==> src/rtl/cpu_mem_pkg.sv <==
// Shared types and constants for the CPU program/data memory port arbiter.
// Build option: define ARB_ROUND_ROBIN_EN for round-robin arbitration.
package cpu_mem_pkg;

  localparam int DEF_ADDR_W = 11;
  localparam int DEF_DATA_W = 16;

  typedef enum logic [1:0] {
    IDLE   = 2'd0,
    GRANT  = 2'd1,
    ACCESS = 2'd2,
    DONE   = 2'd3
  } state_t;

  localparam logic REQ_CPU = 1'b0;
  localparam logic REQ_LDR = 1'b1;

  // Winner of an IDLE pass; only meaningful when at least one request is high.
  function automatic logic pick_winner(input logic cpu_req, input logic ldr_req,
                                       input logic last_win, input logic rr_en);
    if (cpu_req && ldr_req)
      return rr_en ? ~last_win : REQ_CPU;
    return ldr_req ? REQ_LDR : REQ_CPU;
  endfunction

endpackage

==> src/rtl/mem_array.sv <==
// Single-port synchronous RAM, registered read, contents never cleared.
module mem_array
  import cpu_mem_pkg::*;
#(
  parameter int DEPTH  = 64,
  parameter int DATA_W = DEF_DATA_W,
  parameter int AW     = $clog2(DEPTH)
) (
  input  logic              clock,
  input  logic              en,
  input  logic              we,
  input  logic [AW-1:0]     addr,
  input  logic [DATA_W-1:0] wdata,
  output logic [DATA_W-1:0] rdata
);

  logic [DATA_W-1:0] mem [DEPTH];
  logic [DATA_W-1:0] rdata_reg;

  always_ff @(posedge clock) begin
    if (en) begin
      if (we)
        mem[addr] <= wdata;
      else
        rdata_reg <= mem[addr];
    end
  end

  assign rdata = rdata_reg;

endmodule

==> src/rtl/mem_port_arbiter.sv <==
// Arbitrates the single-port program/data memory between the CPU and the loader.
// Build option: ARB_ROUND_ROBIN_EN selects round-robin instead of CPU-first priority.
module mem_port_arbiter
  import cpu_mem_pkg::*;
#(
  parameter int DEPTH  = 64,
  parameter int ADDR_W = DEF_ADDR_W,
  parameter int DATA_W = DEF_DATA_W
) (
  input  logic              clock,
  input  logic              reset,
  input  logic              cpu_req,
  input  logic              cpu_we,
  input  logic [ADDR_W-1:0] cpu_addr,
  input  logic [DATA_W-1:0] cpu_wdata,
  output logic              cpu_gnt,
  output logic              cpu_done,
  output logic [DATA_W-1:0] cpu_rdata,
  input  logic              ldr_req,
  input  logic              ldr_we,
  input  logic [ADDR_W-1:0] ldr_addr,
  input  logic [DATA_W-1:0] ldr_wdata,
  output logic              ldr_gnt,
  output logic              ldr_done,
  output logic [DATA_W-1:0] ldr_rdata,
  output logic              rd,
  output logic              wr,
  output logic              busy,
  output logic              addr_err
);

  localparam int AW = $clog2(DEPTH);
  localparam logic [ADDR_W-1:0] LIMIT = ADDR_W'(DEPTH);
`ifdef ARB_ROUND_ROBIN_EN
  localparam logic RR_EN = 1'b1;
`else
  localparam logic RR_EN = 1'b0;
`endif

  state_t            state_reg;
  logic              win_reg;
  logic              last_win_reg;
  logic              we_reg;
  logic              bad_reg;
  logic [ADDR_W-1:0] addr_reg;
  logic [DATA_W-1:0] wdata_reg;
  logic [1:0]        gnt_reg;
  logic [1:0]        done_reg;
  logic              rd_reg;
  logic              wr_reg;
  logic              busy_reg;
  logic              err_reg;

  logic              win;
  logic              sel_we;
  logic [ADDR_W-1:0] sel_addr;
  logic [DATA_W-1:0] sel_wdata;
  logic              ram_en;
  logic [DATA_W-1:0] ram_rdata;

  assign win       = pick_winner(cpu_req, ldr_req, last_win_reg, RR_EN);
  assign sel_we    = (win == REQ_LDR) ? ldr_we    : cpu_we;
  assign sel_addr  = (win == REQ_LDR) ? ldr_addr  : cpu_addr;
  assign sel_wdata = (win == REQ_LDR) ? ldr_wdata : cpu_wdata;

  always_ff @(posedge clock or posedge reset) begin
    if (reset) begin
      state_reg    <= IDLE;
      win_reg      <= REQ_CPU;
      last_win_reg <= REQ_LDR;
      we_reg       <= 1'b0;
      bad_reg      <= 1'b0;
      addr_reg     <= '0;
      wdata_reg    <= '0;
      gnt_reg      <= '0;
      done_reg     <= '0;
      rd_reg       <= 1'b0;
      wr_reg       <= 1'b0;
      busy_reg     <= 1'b0;
      err_reg      <= 1'b0;
    end else begin
      gnt_reg  <= '0;
      done_reg <= '0;
      err_reg  <= 1'b0;
      case (state_reg)
        IDLE: begin
          if (cpu_req || ldr_req) begin
            win_reg      <= win;
            last_win_reg <= win;
            we_reg       <= sel_we;
            addr_reg     <= sel_addr;
            wdata_reg    <= sel_wdata;
            bad_reg      <= (sel_addr >= LIMIT);
            gnt_reg[win] <= 1'b1;
            busy_reg     <= 1'b1;
            state_reg    <= GRANT;
          end
        end
        GRANT: begin
          rd_reg    <= ~we_reg;
          wr_reg    <= we_reg & ~bad_reg;
          state_reg <= ACCESS;
        end
        ACCESS: begin
          rd_reg            <= 1'b0;
          wr_reg            <= 1'b0;
          done_reg[win_reg] <= 1'b1;
          err_reg           <= bad_reg;
          state_reg         <= DONE;
        end
        default: begin
          busy_reg  <= 1'b0;
          state_reg <= IDLE;
        end
      endcase
    end
  end

  // Reads are launched in GRANT so the RAM output is ready to capture as ACCESS ends;
  // writes use the registered wr strobe, which reset drops before the commit edge.
  assign ram_en = ((state_reg == GRANT) && !we_reg && !bad_reg) || wr_reg;

  mem_array #(
    .DEPTH  (DEPTH),
    .DATA_W (DATA_W),
    .AW     (AW)
  ) u_mem (
    .clock (clock),
    .en    (ram_en),
    .we    (we_reg),
    .addr  (addr_reg[AW-1:0]),
    .wdata (wdata_reg),
    .rdata (ram_rdata)
  );

  genvar gi;
  generate
    for (gi = 0; gi < 2; gi++) begin : g_rdata
      logic [DATA_W-1:0] value_reg;
      always_ff @(posedge clock or posedge reset) begin
        if (reset)
          value_reg <= '0;
        else if ((state_reg == ACCESS) && !we_reg && (win_reg == 1'(gi)))
          value_reg <= bad_reg ? '0 : ram_rdata;
      end
    end
  endgenerate

  assign cpu_gnt   = gnt_reg[REQ_CPU];
  assign ldr_gnt   = gnt_reg[REQ_LDR];
  assign cpu_done  = done_reg[REQ_CPU];
  assign ldr_done  = done_reg[REQ_LDR];
  assign cpu_rdata = g_rdata[0].value_reg;
  assign ldr_rdata = g_rdata[1].value_reg;
  assign rd        = rd_reg;
  assign wr        = wr_reg;
  assign busy      = busy_reg;
  assign addr_err  = err_reg;

endmodule

==> config.mk <==
export PLATFORM = sky130hd
export DESIGN_NAME = mem_port_arbiter
export DESIGN_NICKNAME = d
export VERILOG_FILES = /design/src/rtl/cpu_mem_pkg.sv /design/src/rtl/mem_array.sv /design/src/rtl/mem_port_arbiter.sv
export SDC_FILE = /design/constraint.sdc
export NUM_CORES = 1
export LEC_CHECK = 0
export CORE_MARGIN = 3
export CORE_UTILIZATION = 57
export DETAILED_ROUTE_END_ITERATION = 6
export PLACE_DENSITY = 0.74
export RECOVER_POWER = 25
export SETUP_SLACK_MARGIN = 0.05
export SLEW_MARGIN = 10
export SYNTH_ARGS = -nofsm -noshare
export SYNTH_HDL_FRONTEND = slang
export SYNTH_SLANG_ARGS = --single-unit
==> constraint.sdc <==
create_clock -name clock -period 3.3 [get_ports clock]
set_clock_uncertainty 0.2 [all_clocks]
set_input_delay 0.66 -clock clock [delete_from_list [all_inputs] [get_ports clock]]
set_output_delay 0.66 -clock clock [all_outputs]
set_load 0.01 [all_outputs]
# Word level (Yosys, flattened, before mapping)
# Memories as Yosys holds them, arrays and structs flattened. A register that Yosys moved wholly into a read port is not among the register bits.
# Cells that the tools add are included.
# Widths: inputs -> output; s select.
[classes]
order_cmp = 5
eq_ne = 3
mux = 25
bitwise_logic = 5
n_reduce_logical = 18
[ops]
columns = ["op", "n"]
rows = [
  ["$mux 16", 2],
  ["$mux 1", 12],
  ["$ge 11x7->1 const B", 1],
  ["$mux 11", 1],
  ["$logic_and 1x1->1", 8],
  ["$mux 2", 4],
  ["$pmux 1 s2", 3],
  ["$pmux 2 s3", 1],
  ["$reduce_and 2->1", 3],
  ["$lt 1x2->1 const B", 2],
  ["$not 1->1", 4],
  ["$demux 1 s1", 2],
  ["$eq 2x1->1 const B", 1],
  ["$eq 2x2->1 const B", 1],
  ["$ge 1x1->1 const B", 2],
  ["$logic_not 1->1", 2],
  ["$logic_not 2->1", 1],
  ["$logic_or 1x1->1", 2],
  ["$ne 2x2->1 const B", 1],
  ["$reduce_bool 2->1", 1],
  ["$reduce_or 2->1", 1],
  ["$and 1x1->1", 1],
]
[word_totals]
register_bits = 67
ram_bits = 1024
inputBits = 60
out_inout_bits = 40
word_cells = 71
n_memories = 1
[memory_table]
columns = ["memory", "words", "word_bits", "rd", "rd_clocked_by_memory_dff", "write_ports", "line", "source"]
rows = [
  ["u_mem.mem", 64, 16, 1, 1, 1, "mem_array.sv:17", "logic [DATA_W-1:0] mem [DEPTH];"],
]

# Depth between registers and ports, before layout
[logic_depth]
word_depth = 9
mapped_depth = 9
ltp_nobuf = 5

# By module
# A second synthesis with hierarchy kept.
[unflattened]
hier_cells = 2545
area_unflattened_um2 = 42936.2
[modules_own_cells]
columns = ["mod", "instances", "cells_per_inst", "area_each_um2", "seq_area_each_um2"]
rows = [
  ["mem_array", 1, 2272, 40008.4, 31230.0],
  ["mem_port_arbiter", 1, 273, 2927.8, 1676.6],
]

# Worst setup path after synthesis
# Ideal clock, no wire load.
[synth_path]
kind = "reg-to-reg"
start = "reg addr_reg[0]"
end = "mem u_mem.mem[0][0] in the netlist's numbering (enable)"
setup_time_ps = 388
arrival_time_ps = 2169
required_time_ps = 2712
path_slack_ps = 543
path_stages_with_launch = 8
path_buffers = 4
period_less_slack_ps = 2757
cell_sequence = "dfrtp_1 > buf_6 > buf_12 > nor2_1 > buf_2 > buf_1 > nand2_1 > nor2_1"
[synth_lines]
columns = ["element", "line", "source"]
rows = [
  ["from (decl)", "mem_port_arbiter.sv:45", "logic [ADDR_W-1:0] addr_reg;"],
  ["from (signal assigned)", "mem_port_arbiter.sv:91", "addr_reg <= sel_addr;"],
  ["to (decl)", "mem_array.sv:17", ""],
]
# Straight into the memory's write port.

==> qor.csv <==
stage,metric,value,unit
global_route,grt_pass1_wl,170000,um
critical_path,critPathMaxFanout,31,
critical_path,crit_path_max_incr_delay,840,ps
status,status,"finished, violations left",
power,cellLeakagePower,16.3,nW
logic_synthesis,netlist.area_leader.share,0.726,
global_route,grt_overflow_total,0,
logic_synthesis,async_reset_ff_frac,0.0605,
finish,drive_above_1_share,0.186,
critical_path,required,3610,ps
sta,timing.fmax,305,MHz
global_route,grt_pass1_vias,25000,
finish,diodes,0,
clock_network,clkSlewWorstSetupHoldPaths,70,ps
logic_synthesis,synth_top_area_cell,edfxtp_1,
critical_path,path_cells,nor2_4 -> buf_4 -> a221oi_1 -> o22ai_1 -> a21oi_1 -> nand4_1,
placed_design,place_area,0.0463,mm^2
sta,slew_viol_final,493,
power,ir_drop,0.000605,V
global_route,antenna_found_initial,4,
die,coreArea,0.0746,mm^2
global_route,met3_usage,0.0687,
global_route,grt_busiest_layer,met2,
die,fp.dieW,281,um
logic_synthesis,synth_seq_cells,1107,
global_route,met2_usage,0.454,
placed_design,pre_cts_slack,-91.6,ps
critical_path,slowest_stage,nor2_4,
route,drtIter0Drc,3718,
clock_network,cts_buffers,106,
logic_synthesis,yosysSeqAreaShare,0.765,
route,ant_nets,0,
clock_network,cts_buffer_depth,3,
sta,worstMarginPinSlew,2600,ps
clock_network,clkLatencyLatePin,670,ps
sta,slew_headroom,-0.735,
die,floorplan.initialDensity,0.577,
critical_path,path_class,flip-flop to flip-flop,
sta,period_share,0.994,
clock_network,cts_tree,yes,
status,failed_checks,"DRC, capacitance limit, slew limit",
route,drc,1,
logic_synthesis,ys.flop_type,edfxtp_1,
run,maxCapViolations,11,
clock_network,post_cts_buffers,0,
finish,top_register,u_mem.mem,
logic_synthesis,ys.warnings.count,0,
placed_design,dp_hpwl,72800,um
logic_synthesis,synth.distinct_cells,63,
logic_synthesis,syn_inst,2463,
logic_synthesis,synth_area,0.0430,mm^2
sta,hold_violations,0,
placed_design,port_buffers,99,
finish,design_area,0.0496,mm^2
route,drt_first_pass_iters,7,
clock_network,cts_max_level,3,
critical_path,arrival,3590,ps
finish,final_core_util,0.665,
sta,fin_crit,3280,ps
route,routedWlPerCell,31.1,um
finish,layoutNonFillerInstCount,3758,
clock_network,clock_sinks,1107,
logic_synthesis,synth_nets,2527,
logic_synthesis,synth_top_cells_by_area,"edfxtp_1, dfrtp_1, mux4_2",
sta,tns,0,ps
route,vias,25700,
critical_path,cp-start-kind,flip-flop,
die,die_h,281,um
finish,area_growth,15.4,%
finish,largest_reg_flops,1024,
logic_synthesis,synth-edff-count,1040,
logic_synthesis,avgSynthCellArea,17.5,um^2
sta,rsz0062_at_grt,false,
placed_design,dp_cells,3565,
clock_network,cts-root-buf,clkbuf_16,
die,ioPinCount,100,
sta,worst_slack,18.9,ps
die,rows,100,
critical_path,cp-end-kind,flip-flop,
power,p_per_area,907,mW/mm^2
route,drt-vias-per-instance,6.84,
finish,layout.nets,2769,
placed_design,gp_congestion,0.928,
route,wl,117000,um
die,die-area,0.0788,mm^2
global_route,grt_max_degree,80,
min_path,hold_class,flip-flop to flip-flop,
sta,finalSetupViolCount,0,
global_route,grt_use_met1,0.419,
global_route,grt_usage,0.297,
## kinds of logic (layout without fill, tap and decap cells)
group,after synthesis,count (layout),share of synthesized area
mux,208,208,0.0674
simple gates,348,349,0.0401
flops,1107,1107,0.765
compound gates,603,603,0.103
buf+inv,193,518,0.0228
fa+ha+maj,4,4,0.00116
## placed cells by master, fill, tap and decap left out, types with 23 or more instances in the layout
cell                n
a31oi_1            23
a211oi_1           37
o221ai_1           31
dfrtp_1            62
clkdlybuf4s50_1    98
buf_12             24
clkbuf_16         108
nand2_1           115
a22oi_1           156
mux4_2             55
o21ai_0            86
o22ai_1            45
edfxtp_1         1040
a221oi_1           86
and3_1             25
a21oi_1            23
mux2i_1            88
buf_4             188
clkbuf_1           27
mux2_2             62
nor2_1             81
## power by group
group | leakage [nW] | switching, mW | total (mW) | internal [mW]
Sequential | 10.3 | 1.77 | 19.6 | 17.8
Clock | 1.63 | 5.09 | 11.8 | 6.71
Combinational | 4.41 | 8.76 | 13.6 | 4.83
Total | 16.3 | 15.6 | 45.0 | 29.4
## critical path, delay by kind of cell (launching register included)
family,cells,cell delay (ps)
AO/OA/AOI/OAI,3,1010
AND/OR/NAND/NOR,2,990
buffers and inverters,1,330
flip-flops,1,570
## stage by stage
stage / power (mW) / hold WS (ps)
global placement: 32.7 / 263
floorplan: 26.4 / 238
CTS: 44.7 / 179
global route: 46.3 / 316
detailed placement: 33.0 / 269
finish: 45.0 / 274
## per-layer routing
layer | vias to the layer above | share of wire
li1 | 10600 | -
met4 | 4 | 0.043
met2 | 1845 | 0.46
met3 | 288 | 0.13
met1 | 13000 | 0.37
met5 | - | 0.00016
## what timing repair did
action | CTS | global route
endpoints found under the setup margin | 4 | 3
gates cloned | 1 | 0
hold buffers | 0 | 0
gates resized for setup | 0 | 4
## area by class of cell
type                    count  area, um^2
flip-flops and latches   1107       32900
inverters                  10        37.5
multi-input cells        1164        9180
fillers                  4729       25000
repair buffers            316        2910
well taps                 969        1210
clock inverters            53         494
clock buffers             139        2860
## worst paths after layout
check	from	to	slack (ps)	depth (start not counted)
worst max-delay path	addr_reg[2]$_DFFE_PP0P_	u_mem.rdata[9]$_DFFE_PP_	20	6
worst min-delay path	cpu_rdata[5]$_DFFE_PP0P_	cpu_rdata[5]$_DFFE_PP0P_	270	2
worst max register to register	addr_reg[2]$_DFFE_PP0P_	u_mem.rdata[9]$_DFFE_PP_	20	6
worst min register to register	cpu_rdata[5]$_DFFE_PP0P_	cpu_rdata[5]$_DFFE_PP0P_	270	2
max in group asynchronous	reset	addr_reg[2]$_DFFE_PP0P_	820	3
min in group asynchronous	reset	gnt_reg[0]$_DFF_PP0_	850	3
## cells in the mapped netlist, drive strengths merged, types with 9 or more instances
library cell and instances:
nand3b 15, o221ai 31, a21oi 23, nand3 19, and2 12, o21ai 87
dfrtp 67, nand4 17, a32oi 13, o22a 14, a211o 11, mux2 62
nor2 83, a22oi 157, a21boi 9, a221o 13, o211ai 17, a31oi 23
nor2b 11, or3b 12, mux2i 88, clkbuf 79, o22ai 45, a211oi 39
buf 104, and3 25, o2bb2ai 9, nand2 115, inv 9, a22o 16
edfxtp 1040, nor3 19, mux4 58, a221oi 87
Power figures use the tool's default switching activity.
